===== src/rtl/booth_seq_mult.sv =====
// booth_seq_mult: sequential radix-2 Booth signed multiplier, one step per clock.
// Ports: clk, reset (sync, active-high), start/a/b in; busy, done, product out.
// Optional macro BOOTH_START_ERR_EN adds output start_err (rejected-start pulse).
module booth_seq_mult #(
   parameter int  WIDTH = 16,
   localparam int CNT_W = $clog2(WIDTH) + 1
) (
   input  logic               clk,
   input  logic               reset,
   input  logic               start,
   input  logic [WIDTH-1:0]   a,
   input  logic [WIDTH-1:0]   b,
   output logic               busy,
   output logic               done,
   output logic [2*WIDTH-1:0] product
`ifdef BOOTH_START_ERR_EN
   ,
   output logic               start_err
`endif
);

   // P = {A[WIDTH:0], Q[WIDTH-1:0], q_m1}
   localparam int PW = 2*WIDTH + 2;

   typedef enum logic [1:0] {
      IDLE,
      RUN,
      DONE
   } state_t;

   state_t             state_q, state_d;
   logic [WIDTH-1:0]   m_q, m_d;
   logic [PW-1:0]      p_q, p_d;
   logic [CNT_W-1:0]   cnt_q, cnt_d;
   logic [2*WIDTH-1:0] prod_q, prod_d;

   logic [WIDTH:0]     acc;
   logic [WIDTH:0]     m_ext;
   logic [WIDTH:0]     acc_nxt;
   logic [PW-1:0]      p_shift;
   logic               last_step;

   // Booth step datapath; A carries an extra bit so A - (-2^(W-1)) fits.
   always_comb begin
      acc     = p_q[PW-1:WIDTH+1];
      m_ext   = {m_q[WIDTH-1], m_q};
      acc_nxt = acc;
      case (p_q[1:0])
         2'b01:   acc_nxt = acc + m_ext;
         2'b10:   acc_nxt = acc - m_ext;
         default: acc_nxt = acc;
      endcase
      // arithmetic shift: replicate new A sign, drop old q_m1
      p_shift = {acc_nxt[WIDTH], acc_nxt, p_q[WIDTH:1]};
   end

   assign last_step = (cnt_q == CNT_W'(WIDTH - 1));

   always_comb begin
      state_d = state_q;
      m_d     = m_q;
      p_d     = p_q;
      cnt_d   = cnt_q;
      prod_d  = prod_q;
      unique case (state_q)
         IDLE: begin
            if (start) begin
               m_d     = a;
               p_d     = {{(WIDTH+1){1'b0}}, b, 1'b0};
               cnt_d   = '0;
               state_d = RUN;
            end
         end
         RUN: begin
            p_d   = p_shift;
            cnt_d = cnt_q + CNT_W'(1);
            if (last_step) begin
               state_d = DONE;
               prod_d  = p_shift[2*WIDTH:1];
            end
         end
         DONE: begin
            state_d = IDLE;
         end
         default: begin
            state_d = IDLE;
         end
      endcase
   end

   always_ff @(posedge clk) begin
      if (reset) begin
         state_q <= IDLE;
         m_q     <= '0;
         p_q     <= '0;
         cnt_q   <= '0;
         prod_q  <= '0;
      end else begin
         state_q <= state_d;
         m_q     <= m_d;
         p_q     <= p_d;
         cnt_q   <= cnt_d;
         prod_q  <= prod_d;
      end
   end

   assign busy    = (state_q == RUN);
   assign done    = (state_q == DONE);
   assign product = prod_q;

`ifdef BOOTH_START_ERR_EN
   logic err_q, err_d;

   assign err_d = start && (state_q != IDLE);

   always_ff @(posedge clk) begin
      if (reset) begin
         err_q <= 1'b0;
      end else begin
         err_q <= err_d;
      end
   end

   assign start_err = err_q;
`endif

endmodule


===== config.mk =====
export PLATFORM = sky130hd
export DESIGN_NAME = booth_seq_mult
export DESIGN_NICKNAME = d
export VERILOG_FILES = /design/src/rtl/booth_seq_mult.sv
export SDC_FILE = /design/constraint.sdc
export NUM_CORES = 1
export LEC_CHECK = 0
export BUFFER_PORTS_ARGS = -buffer_cell sky130_fd_sc_hd__buf_2
export CAP_MARGIN = 25
export CORE_MARGIN = 8
export CORE_UTILIZATION = 58
export CTS_CLUSTER_SIZE = 10
export DETAILED_ROUTE_END_ITERATION = 6
export PLACE_DENSITY_LB_ADDON = 0.1
export SLEW_MARGIN = 20
export SYNTH_ARGS = -nofsm -noshare
export SYNTH_HDL_FRONTEND = slang
export SYNTH_SLANG_ARGS = --single-unit

===== constraint.sdc =====
create_clock -name clk -period 5.3 [get_ports clk]
set_input_delay 0.265 -clock clk [delete_from_list [all_inputs] [get_ports clk]]
set_output_delay 0.265 -clock clk [all_outputs]
set_load 0.02 [all_outputs]

==> flow_summary.toml <==
[pwr]
ir_worst_vdd_mv = 0.180
p_seq_share_pct = 45.5
power.internal_uw = 1030
comb_power_share_pct = 26.6
p_per_area_nw_per_um2 = 302
switching_share_pct = 34.7
power_frac_clock_pct = 27.9
power_switching_uw = 547
power.static_leakage_uw = 0.00214

[timing]
timing.final.crit_share_pct = 76.2
clock_skew_ns = 0.0147
final_max_slew_viol_count = 0
holdWs_ns = 0.135
tightest_slew_ns = 1.00
tns_ns = 0
setup_slack_ns = 1.26
rsz0062_at_grt = "false"
finalHoldViolCount = 0
finalSetupViolCount = 0
period_needed_ns = 4.04
max_freq_ghz = 0.248
relSlewSlack_pct = 33.2

[placed_design]
port-buffer-count = 68
gp_congestion = 0.868
pre_cts_slack_ns = 1.33
hpwl_mm = 8.31
dp.cells = 732

[floorplan]
die_w_um = 106
die_h_um = 106
num_rows = 33
io_pins = 69
initial_core_util_pct = 58.5
die_area_um2 = 11300
core_um2 = 8050

[clocking]
cts_tree = "built"
postCtsHoldBufs = 0
path_clk_slew_ns = 0.09
htreeDepth = 3
clk_latency_ns = 0.37
cts.path.max_buffers = 2
post_cts_buffers = 0
clock-sinks = 88
numCtsBuffers = 9
cts_resized = 0
cts-root-buf = "clkbuf_8"

[yosys]
synth.avg_cell_area_um2 = 7.89
ys_ff_latch = 88
synth_flop_cell = "dfxtp_1"
yosys-top-cells-count = "nand2_1 (124), dfxtp_1 (88), a21oi_1 (76)"
syn_nets = 653
synth_seq_area_share_pct = 37.4
netlist_instances = 597
synth-edff-count = 0
yosysWarnings = 0
synth_cell_types = 60
synth-async-reset-ratio_pct = 0
synth_top_area_share_pct = 37.4
synthTopCellsByArea = "dfxtp_1 (37%), nand2_1 (9.9%), a21oi_1 (8.1%), ha_1 (5.3%), a311oi_1 (4.3%)"
netlist_area_um2 = 4710
synth_top_area_cell = "dfxtp_1"
yosysMostFrequentCell = "nand2_1"

[route]
final_antenna_net_count = 0
totalWireLength_mm = 11.8
wl_per_cell_um = 15.8
vias = 4350
drtIter0Drc = 207
drc = 0
first_pass_iters = 5
via_per_inst = 5.81

[layout]
area_growth_pct = 10.8
postLayoutCoreUtil_pct = 64.8
diodes = 0
nets = 695
layout-drive-gt1-share_pct = 15.8
stdcell_count = 749

[setup_path]
crit_type = "reg -> reg"
crit_path_end_kind = "flip-flop"
ff2ff_setup_slack_ns = 1.26
cp_data_required_time_ns = 5.55
cp-start-kind = "flip-flop"
crit_arrival_ns = 4.28
crit_fanout = 6

[flow_run]
max_cap_violations = 0

[global_route]
grt-ovfl-total = 0
antenna_found_initial = 0
grt_start_max_net_pins = 53
grt_pass1_wl_mm = 19.9
grt_pass1_vias = 4091
grt_usage_pct = 21.1

[hold_path]
holdCritPathClass = "in -> reg"

[status]
status = "complete, no violations"
[metal layers]
layer  vias up  global-route usage (%)  part of all wire [%]
met5         -                       0                     0
met4         0                    7.04                   1.3
met3        15                    3.51                   4.5
met2       114                    32.6                    46
met1      2011                    29.2                    48
li1       2210                       -                     -
[logic make-up after synthesis]
logic type	share of synthesized area [%]
and+or+nand+nor	23.2
AOI/OAI and AO/OA	23.5
DFF	37.4
buffers and inverters	5.07
adders and majority gates	5.74
xor gates and xnor gates	3.35
muxes	1.78
[power by group through the flow]
stage / Clock, uW / Combinational, uW / Sequential (uW)
floorplan: 0 / 327 / 723
global placement: 0 / 408 / 731
detailed placement: 0 / 411 / 732
CTS: 447 / 413 / 716
global route: 472 / 467 / 721
finish: 440 / 419 / 717
[worst max-delay path, cell delays in order (launching register included)]
cell and delay [ns]:
dfxtp_1 0.36, or3_4 0.43, nor3_1 0.22, nand2b_1 0.14
nor2_1 0.10, nor2_1 0.06, xnor2_1 0.16, ha_1 0.34
and2_1 0.21, a221o_1 0.35, a21o_1 0.18, a211oi_1 0.59
mux2_2 0.43, o41ai_1 0.35
[per-stage QoR]
stage          power [uW]  area, um^2
2_1_floorplan        1050        4710
3_3_place_gp         1140        5020
3_5_place_dp         1140        5020
4_1_cts              1580        5200
5_1_grt              1660        5220
6_report             1580        5220
[path summary, 6_finish.rpt]
| check | start | end | cells past startpoint |
|---|---|---|---|
| max | m_q[2] | product[28] | 13 |
| min | a[8] | m_q[8] | 3 |
| max reg2reg | m_q[2] | product[28] | 13 |
| min reg2reg | product[11] | product[11] | 2 |
[cells in the final DEF (no fill, tap or decap), types with 3 or more instances in the layout]
cell type and n:
o31ai_1 3, xnor2_1 12, dfxtp_1 88, nor3_1 5
a311oi_1 23, nand3b_1 3, clkinv_4 3, nor2_1 50
nor3b_1 3, and2_1 4, and3_1 3, o41ai_1 5
a211oi_1 7, o211ai_1 7, mux2i_1 5, nor2b_1 6
inv_1 11, or3_1 5, a21o_1 8, nand2b_1 5
buf_2 68, a31oi_1 4, xor2_1 6, a2111oi_0 3
nand3_1 18, ha_1 20, buf_4 4, clkbuf_8 9
nand2_1 124, a21oi_1 76, o21a_1 4, o21ai_0 12
[final cells by class]
cell class / instances / area [um^2]
well taps: 105 / 131
inverters: 12 / 45.0
repair buffers: 73 / 390
clock buffers: 10 / 128
clock inverters: 6 / 51.3
multi-input cells: 455 / 2710
fillers: 725 / 2830
flip-flops and latches: 88 / 1760
[state kept, by name, summed over array words and instances, names as in the netlist]
register / count
cnt_q: 5
state_q: 2
m_q: 16
product: 32
p_q: 33
No activity file was read; power rests on OpenSTA's default activity.
